[config.mk]
export PLATFORM = sky130hd
export DESIGN_NAME = mem_read_unit
export DESIGN_NICKNAME = d
export VERILOG_FILES = /design/src/rtl/mem_read_unit.sv
export SDC_FILE = /design/constraint.sdc
export NUM_CORES = 1
export LEC_CHECK = 0
export CAP_MARGIN = 15
export CORE_UTILIZATION = 52
export DETAILED_ROUTE_END_ITERATION = 16
export HOLD_SLACK_MARGIN = 0.03
export PLACE_DENSITY = 0.89
export SETUP_SLACK_MARGIN = 0.05
export SLEW_MARGIN = 20
export SYNTH_ARGS = -nofsm -noshare
export SYNTH_HDL_FRONTEND = slang
export SYNTH_SLANG_ARGS = --single-unit
[constraint.sdc]
create_clock -name clk -period 4.68 [get_ports clk]
set_input_delay 0.936 -clock clk [delete_from_list [all_inputs] [get_ports clk]]
set_output_delay 0.936 -clock clk [all_outputs]
set_load 0.02 [all_outputs]
[src/rtl/mem_read_unit.sv]
// Purpose: read-side bus sequencer; fetches one byte or a little-endian word and returns it with a done pulse.
// Latency: done one edge after the last data edge (1 edge for a byte, 2 for a word, +1 per rdy=0 cycle).
// Backpressure: rdy=0 freezes the current bus read; req is ignored while busy, nothing is queued.
module mem_read_unit #(
    parameter int                 ADDR_W   = 16,
    parameter logic [ADDR_W-1:0]  RESET_AB = 16'h0000
) (
    input  logic              clk,
    input  logic              rst,
    input  logic              req,
    input  logic              wide,
    input  logic              zp_wrap,
    input  logic [ADDR_W-1:0] addr_in,
    input  logic              rdy,
    input  logic [7:0]        db_in,
    output logic [ADDR_W-1:0] ab,
    output logic              ab_valid,
    output logic              busy,
    output logic              done,
    output logic [15:0]       data_out
);

    typedef enum logic [1:0] {
        S_IDLE = 2'd0,
        S_LO   = 2'd1,
        S_HI   = 2'd2
    } state_t;

    state_t            r_state;
    state_t            w_state_nxt;
    logic [ADDR_W-1:0] r_ab;
    logic [ADDR_W-1:0] w_ab_nxt;
    logic [ADDR_W-1:0] w_next_addr;
    logic              r_busy;
    logic              w_busy_nxt;
    logic              r_done;
    logic              w_done_nxt;
    logic              r_wide;
    logic              w_wide_nxt;
    logic              r_zp_wrap;
    logic              w_zp_wrap_nxt;
    logic [7:0]        r_lo;
    logic [7:0]        w_lo_nxt;
    logic [15:0]       r_data;
    logic [15:0]       w_data_nxt;

    // Hi-byte address: either stays inside the page of the lo byte or carries across the full bus.
    always_comb begin
        w_next_addr = r_ab + ADDR_W'(1);
        if (r_zp_wrap) begin
            w_next_addr = {r_ab[ADDR_W-1:8], r_ab[7:0] + 8'd1};
        end
    end

    // Next-state and datapath updates; every register holds unless its state says otherwise.
    always_comb begin
        w_state_nxt   = r_state;
        w_ab_nxt      = r_ab;
        w_busy_nxt    = r_busy;
        w_done_nxt    = 1'b0;
        w_wide_nxt    = r_wide;
        w_zp_wrap_nxt = r_zp_wrap;
        w_lo_nxt      = r_lo;
        w_data_nxt    = r_data;
        case (r_state)
            S_IDLE: begin
                if (req) begin
                    w_wide_nxt    = wide;
                    w_zp_wrap_nxt = zp_wrap;
                    w_ab_nxt      = addr_in;
                    w_busy_nxt    = 1'b1;
                    w_state_nxt   = S_LO;
                end
            end
            S_LO: begin
                if (rdy) begin
                    if (r_wide) begin
                        w_lo_nxt    = db_in;
                        w_ab_nxt    = w_next_addr;
                        w_state_nxt = S_HI;
                    end else begin
                        w_data_nxt  = {8'h00, db_in};
                        w_done_nxt  = 1'b1;
                        w_busy_nxt  = 1'b0;
                        w_state_nxt = S_IDLE;
                    end
                end
            end
            S_HI: begin
                if (rdy) begin
                    w_data_nxt  = {db_in, r_lo};
                    w_done_nxt  = 1'b1;
                    w_busy_nxt  = 1'b0;
                    w_state_nxt = S_IDLE;
                end
            end
            default: begin
                w_state_nxt = S_IDLE;
                w_busy_nxt  = 1'b0;
            end
        endcase
    end

    // State and datapath registers; reset aborts any read in flight without a done pulse.
    always_ff @(posedge clk or negedge rst) begin
        if (!rst) begin
            r_state   <= S_IDLE;
            r_ab      <= RESET_AB;
            r_busy    <= 1'b0;
            r_done    <= 1'b0;
            r_wide    <= 1'b0;
            r_zp_wrap <= 1'b0;
            r_lo      <= 8'h00;
            r_data    <= 16'h0000;
        end else begin
            r_state   <= w_state_nxt;
            r_ab      <= w_ab_nxt;
            r_busy    <= w_busy_nxt;
            r_done    <= w_done_nxt;
            r_wide    <= w_wide_nxt;
            r_zp_wrap <= w_zp_wrap_nxt;
            r_lo      <= w_lo_nxt;
            r_data    <= w_data_nxt;
        end
    end

    assign ab       = r_ab;
    assign busy     = r_busy;
    assign ab_valid = r_busy;
    assign done     = r_done;
    assign data_out = r_data;

endmodule

* Word-level counts from Yosys, hierarchy flattened
Index checks and enable logic that the tools add are counted.
** Word-level totals
- Word-level logic and storage cells :: 52
- Register bits after elaboration :: 46
- Bits of input ports :: 30
- Output and inout port bits :: 35
** Cells by class
- Reductions and logical operators :: 10
- Add/subtract/negate cells :: 2
- Equality and inequality tests :: 8
- Muxes and demuxes :: 23
** Operators by type and width (count)
- $mux 16 :: 7
- $pmux 16 s2 :: 2
- $add 16x1->16 const B :: 1
- $ne 2x2->1 const B :: 6
- $reduce_and 4->1 :: 3
- $add 8x1->8 const B :: 1
- $mux 2 :: 4
- $mux 1 :: 7
- $pmux 2 s3 :: 1
- $reduce_and 3->1 :: 2
- $reduce_and 5->1 :: 1
- $reduce_bool 2->1 :: 2
- $pmux 1 s3 :: 1
- $eq 2x1->1 const B :: 1
- $eq 2x2->1 const B :: 1
- $logic_not 2->1 :: 1
- $pmux 1 s2 :: 1
- $reduce_and 2->1 :: 1

* Logic depth before layout (Yosys ltp)
Gate-level depths: netlist of the first run.
- Word-level depth :: 5
- Mapped depth :: 8
- Depth with buffers taken out :: 6

* Worst setup path after synthesis of the first run
OpenSTA, ideal clock, no wires.
- Path type :: input -> register
- Start :: input port rdy
- End :: register r_ab[10], in the netlist ab[10]
- Data required time :: 4559 ps
- Arrival :: 1886 ps
- Cell stages on the path :: 5
- Setup time :: 121 ps
- Buffers on the path :: 1
- Path slack :: 2674 ps
- Path through :: buf_2 nand3b_1 a21oi_1 o21ai_0 a22o_1
** Between the ends
- Cells in the longest elaborated chain, start to end :: 2
** Ends and longest elaborated chain
- from (decl) :: line 14 : input logic rdy,
- $ne 2x2->1 (no line)
- $reduce_and 5->1 (no line)
- to (signal assigned) :: line 117 : r_ab <= w_ab_nxt;
- to (decl) :: line 31 : logic [ADDR_W-1:0] r_ab;
No other way between the ends.
A chain may end at the register's enable or synchronous reset.

* Final worst setup path of the first run
- Start :: input port req
- End :: register r_ab[6], in the netlist ab[6]
** Between the ends
- Cells in the longest elaborated chain, start to end :: 2
** Ends and longest elaborated chain
- from (decl) :: line 10 : input logic req,
- $ne 2x2->1 (no line)
- $reduce_and 4->1 (no line)
No other way between the ends.

==> impl_results.md, run 1 <==
* Hold Violations, Final at 0
* Clock Skew at 11.9 ps
* Antenna cells at 0
* Initial antenna violation count at 0
* Maximum clock insertion buffer count at 2
* Total chip power at 2410 uW
* Hold buffer count at cts at 0
* Starting density of the core at 0.550
* TritonCTS clock tree: yes
* Max-slew violation count at 0
* Fraction of synthesized cell area taken by the top area cell type at 0.474
* Top cells by area in the synthesized netlist: dfrtp_1, nand2_1, mux2i_1, o21ai_0, mux2_2
* Port-buffer cells at 64
* Number of max-capacitance violations reported at 0
* Category of the worst setup path launch point: primary input
* Global-route wire length before repair at 9.35 mm
* Pin count of the biggest net entering global routing at 47
* Flip-flop and latch area at 1150 um^2
* Launch point of the worst hold path: data_out[1]
* Yosys warns at 0
* Critical register-to-register path endpoint: data_out[14]
* Largest voltage drop on the vdd net at 0.000417 V
* Multi-input logic area at 1160 um^2
* DRC at 0
* End of the worst hold path: data_out[1]
* CTS Root Buffer Type: clkbuf_8
* Category of the critical setup timing path: primary input to flip-flop
* Setup repair after global routing missed its margin: false
* Result of the run: completed
* Count of cells along the worst register-to-register path at 7
* Worst Setup End Kind: flip-flop
* # resized after CTS at 0
* Half-perimeter wire length after placement at 3.81 mm
* DR iter-0 viols at 150
* Crit Reg-Reg Startpoint: r_state[0]
* Average cell area after synthesis at 9.55 um^2
* Aggregate global routing overflow at 0
* Pre-Repair DR Iteration Count at 5
* Count of standard-cell rows at 24
* Worst hold-check path type: flip-flop to flip-flop
* Worst setup slack for register-to-register paths at 2320 ps
* Inserted Clock Buffers at 5
* Die area at 4940 um^2
* Clk sinks at 46
* Final cycle utilization of the critical path at 0.530
* Latest clock arrival within the worst-skew pair at 310 ps
* Shortest period the worst path allows at 2480 ps
* Top cell type by total area after synthesis: dfrtp_1
* Required time at the endpoint of the critical path at 4910 ps
* Post-CTS Setup Bufs at 0
* DR vias at 2,103
* Final setup fails at 0
* Number of top-level pins at 65
* Synthesized netlist cell count at 254
* Core ar. at 4410 um^2
* Seq cells post-synth at 46
* Via count of the first global-routing pass at 1,984
* Synthesized net count at 288
* Largest fanout on the critical path at 16
* Via density per instance at 5.75
* Filler Cell Count at 330
* Most used flip-flop cell after synthesis: dfrtp_1
* Maximum achievable frequency at 403 MHz
* Weighted congestion reported at the end of routability-driven placement at 0.798
* Total power density per cell area at 747 nW/um^2
* Final WL at 5.69 mm
* Count of different cell masters after synthesis at 44
* Overall die height at 70.3 um
* Fraction of synthesis flops using an asynchronous set or reset pin at 1.00
* Endpoint arrival time on the critical path at 2710 ps
* Routed Antenna Nets at 0
* Global Route Usage Sum at 0.238
* Proportion of synthesized chip area in sequential cells at 0.474
* Slew HR at 0.453
* Static Leakage at 0.00132 uW
* Final setup TNS at 0 ps
* Clock Pin Slew Worst Setup and Hold Paths at 90 ps
* Fraction of layout instances using a drive strength above 1 at 0.102
* Area growth from synthesis to layout at 32.8%
* Post-synth EDFFs at 0
* Slew at the pin closest to its max-slew limit at 820 ps
* Level count of the clock H-tree at 2
* Hold path cells at 2
* Number of nets in the final layout at 347
* Horizontal die dimension at 70.3 um
* Mapped cell area at 2430 um^2
* Final routed wire length divided by cell count at 15.5 um
worst max-delay path by stage:
stage / cells after the start / slack, ps / endpoint / start
6_report: 5 / 2200 / ab[6] / req
5_1_grt: 5 / 2030 / ab[10] / rdy
4_1_cts: 6 / 1830 / data_out[14] / r_state[0]
3_5_place_dp: 4 / 1800 / data_out[14] / rdy
3_3_place_gp: 4 / 1970 / data_out[0] / rdy
2_1_floorplan: 5 / 2670 / ab[10] / rdy
area by class of cell:
class,count,share of cell area
timing repair buffer,66,0.205
tap,52,0.0202
sequential,46,0.357
clock inverter,2,0.0186
multi-input combinational,182,0.359
inverter,12,0.0140
clock buffer,6,0.0256
state kept, by name (all words and copies together), names as in the netlist:
register	flops
ab	16
ab_valid	1
r_wide	1
r_zp_wrap	1
r_lo	8
r_state	2
done	1
data_out	16
per-stage QoR:
stage | utilization | std cells | area [um^2] | hold WS (ps) | setup slack (ps)
6_report | 0.730 | 366 | 3220 | 485 | 2200
5_1_grt | 0.730 | 366 | 3220 | 518 | 2030
4_1_cts | 0.726 | 365 | 3200 | 490 | 1830
3_5_place_dp | 0.694 | 357 | 3060 | 469 | 1800
3_3_place_gp | 0.694 | 357 | 3060 | 459 | 1970
2_1_floorplan | - | 254 | 2430 | 479 | 2670
report_power, final:
part | internal (uW) | leakage, uW | switching (uW)
sequential | 587 | 0.000567 | 177
combinational | 569 | 0.000685 | 706
clock | 228 | 0.0000714 | 139
total | 1380 | 0.00132 | 1020
placed cells by master (no fill, tap or decap), drive strengths merged, types with 2 or more instances in the layout:
cell type,instances
clkdlybuf4s50,63
dfrtp,46
nand2,38
o21ai,23
a21oi,21
mux2i,13
inv,12
nor2,11
mux2,10
nand3,10
clkbuf,6
nor4,4
nand2b,4
nor2b,4
o22ai,4
ha,4
or2,4
nand4,3
buf,3
nand3b,2
o2bb2ai,2
nor3,2
o211ai,2
a22o,2
a21boi,2
a2bb2oi,2
a31oi,2
or4,2
bufinv,2
synthesized netlist by cell type, types with 3 or more instances:
master and instances:
a21oi_1 20, buf_2 4, clkbuf_1 6, dfrtp_1 46
ha_1 4, inv_1 12, mux2_2 10, mux2i_1 13
nand2_1 38, nand2b_1 4, nand3_1 8, nand4_1 3
nor2_1 11, nor2b_1 4, nor4_1 4, o21ai_0 23
o22ai_1 4, or2_2 3
worst max-delay path: stages:
cell and delay (ps):
clkdlybuf4s50_1 570, mux2i_1 200, a21oi_2 560, a21boi_0 280, a2bb2oi_1 160
cell families after synthesis:
group           count (synthesis)  synth area share
compound gates                 68             0.179
simple gates                   87             0.177
flops                          46             0.474
buf+inv                        26            0.0485
fa+ha+maj                       4            0.0206
mux                            23             0.100
per-layer routing:
layer,track usage,wire [um],up-vias
li1,-,-,1020
met1,0.330,2510,997
met2,0.364,2730,77
met3,0.0664,377,9
met4,0.0667,74,0
met5,0,0,-
Note: power is estimated with default switching activity, not from simulation.
==> inputs of run 2 (changes only) <==
- CORE_UTILIZATION: 52 -> 48
- PLACE_DENSITY: 0.89 -> 0.83
- clock period: 4.68 -> 2.34 ns (I/O delays scaled with it)
==> run 2 against run 1 <==
  * Clock skew down 6.0 ps
  * Total power grew 94%
  * Sequential share of layout area down 0.19 points
  * Routed wire length is 7.0% lower
  * Clock power grew 62%
  * Clock-buffer cell count fell by 1
  * Critical path depth unchanged
==> impl_results.md, run 2 (synthesized netlist as in run 1, its figures left out) <==
* CP cell instances: ha_1 -> buf_4 -> a21oi_1 -> o21ai_0 -> a22o_1 (was clkdlybuf4s50_1 -> mux2i_1 -> a21oi_2 -> a21boi_0 -> a2bb2oi_1)
* Largest voltage drop on the vdd net at 0.000724 V (was 0.000417 V)
* Post-CTS Setup Bufs at 0 (unchanged)
* Horizontal die dimension at 73.1 um (was 70.3 um)
* TritonCTS clock tree: yes (unchanged)
* Starting density of the core at 0.507 (was 0.550)
* Hold Violations, Final at 0 (unchanged)
* Required time at the endpoint of the critical path at 2530 ps (was 4910 ps)
* Critical Path Sink: ab[10] (was ab[6])
* Worst setup slack for register-to-register paths at 360 ps (was 2320 ps)
* Static Leakage at 0.00132 uW (about the same)
* Latest clock arrival within the worst-skew pair at 300 ps (was 310 ps)
* Level count of the clock H-tree at 2 (unchanged)
* Final critical-path setup slack at 360 ps (was 2200 ps)
* Aggregate global routing overflow at 0 (unchanged)
* Pre-Repair DR Iteration Count at 4 (was 5)
* Final cycle utilization of the critical path at 0.846
* Critical register-to-register path endpoint: ab[10] (was data_out[14])
* Count of cells along the worst register-to-register path at 5 (was 7)
* Max-slew violation count at 0 (unchanged)
* Initial antenna violation count at 0 (unchanged)
* Worst hold-check path type: primary input to async pin (was flip-flop to flip-flop)
* DR vias at 2,110 (was 2,103)
* Die area at 5340 um^2 (was 4940 um^2)
* DRC at 0 (unchanged)
* Number of top-level pins at 65 (unchanged)
* Worst slack on hold paths at 245 ps (was 485 ps)
* Port-buffer cells at 64 (unchanged)
* Worst setup startpoint: r_state[0] (was req)
* Maximum clock insertion buffer count at 2 (unchanged)
* Via count of the first global-routing pass at 2,006 (was 1,984)
* Endpoint arrival time on the critical path at 2170 ps (was 2710 ps)
* Final setup TNS at 0 ps (unchanged)
* Minimum setup slack after placement at 125 ps (was 1800 ps)
* Placed instance area at 3130 um^2 (was 3060 um^2)
* Leading cell types in the layout, fill and taps excluded: clkdlybuf4s50_1, dfrtp_1, nand2_1 (unchanged)
* CTS Root Buffer Type: clkbuf_8 (unchanged)
* Slew at the pin closest to its max-slew limit at 574 ps (was 820 ps)
* Area growth from synthesis to layout at 33.5% (was 32.8%)
* Slew HR at 0.617 (was 0.453)
* Pin count of the biggest net entering global routing at 47 (unchanged)
* Most common cell after layout, fill and taps aside: clkdlybuf4s50_1 (unchanged)
* Number of nets in the final layout at 352 (was 347)
* Result of the run: completed (unchanged)
* Clock Skew at 5.85 ps (was 11.9 ps)
* Final routed wire length divided by cell count at 13.7 um (was 15.5 um)
* Largest fanout on the critical path at 32 (was 16)
* Total chip power at 4670 uW (was 2410 uW)
* # resized after CTS at 0 (unchanged)
* Overall die height at 73.1 um (was 70.3 um)
* Maximum achievable frequency at 505 MHz
* DR iter-0 viols at 152 (was 150)
* Global-route wire length before repair at 8.94 mm (was 9.35 mm)
* Setup repair after global routing missed its margin: false (unchanged)
* Count of standard-cell rows at 25 (was 24)
* Clk sinks at 46 (unchanged)
* Via density per instance at 5.47 (was 5.75)
* Max stage delay cell, worst path: a21oi_1 (was clkdlybuf4s50_1)
* Routed Antenna Nets at 0 (unchanged)
* Global Route Usage Sum at 0.215 (was 0.238)
* Final setup fails at 0 (unchanged)
* Number of max-capacitance violations reported at 0 (unchanged)
* Crit path largest cell delay at 480 ps (was 570 ps)
* Worst Setup End Kind: flip-flop (unchanged)
* Half-perimeter wire length after placement at 3.72 mm (was 3.81 mm)
* Shortest period the worst path allows at 1980 ps
* Category of the worst setup path launch point: flip-flop (was primary input)
* Category of the critical setup timing path: flip-flop to flip-flop (was primary input to flip-flop)
* Inserted Clock Buffers at 5 (unchanged)
* Weighted congestion reported at the end of routability-driven placement at 0.858 (was 0.798)
* Antenna cells at 0 (unchanged)
* Final WL at 5.29 mm (was 5.69 mm)
* Core ar. at 4790 um^2 (was 4410 um^2)
* Fraction of layout instances using a drive strength above 1 at 0.116 (was 0.102)
* Hold buffer count at cts at 0 (unchanged)
* Design area at 3240 um^2 (was 3220 um^2)
* Crit Reg-Reg Startpoint: r_state[0] (unchanged)
* Total power density per cell area at 1440 nW/um^2 (was 747 nW/um^2)
* Clock Pin Slew Worst Setup and Hold Paths at 90 ps (about the same)
==> run 2: cell count changes in the layout (fill, tap and decap cells not counted), sizes merged <==
cell	delta
buf	+5
clkbuf	-1
clkinvlp	+2
bufinv	-1
==> run 2: worst min-delay path by stage <==
stage | slack, ps | to
finish | 240 | ab[0]
floorplan | 170 | ab[0]
CTS | 270 | ab[0]
global route | 300 | ab[0]
detailed placement | 470 | data_out[13]
global placement | 460 | data_out[1]
==> run 2: metal layers <==
metal  routed length, um  vias to the layer above  GRT usage
met5                   0                        -          0
met4                  38                        0     0.0501
met3                 299                        5     0.0552
met2                2560                       59      0.373
met1                2400                     1020      0.269
li1                    -                     1026          -
==> run 2: per-stage QoR <==
stage	instances	utilization
6_report	386	0.677
2_1_floorplan	254	-
3_3_place_gp	378	0.653
3_5_place_dp	378	0.653
4_1_cts	386	0.677
5_1_grt	386	0.677
==> run 2: cell type report <==
| class | count | area (um^2) |
|---|---|---|
| clock buffer | 5 | 68.8 |
| sequential | 46 | 1150 |
| inverter | 12 | 45.0 |
| timing repair buffer | 71 | 688 |
| tap | 67 | 83.8 |
| fill | 386 | 1550 |
| multi-input combinational | 182 | 1160 |
| clock inverter | 3 | 45.0 |
==> run 2: critical path: cells and delay by family (launching register included) <==
kind	cells	cell delay (ps)
flops	1	410
buf+inv	1	270
fa+ha+maj	1	290
compound gates	3	920
==> run 2: power by group <==
group	leakage (uW)	internal (uW)	switching (uW)
clock	0.0000504	318	277
combinational	0.000705	1170	1390
sequential	0.000567	1170	335
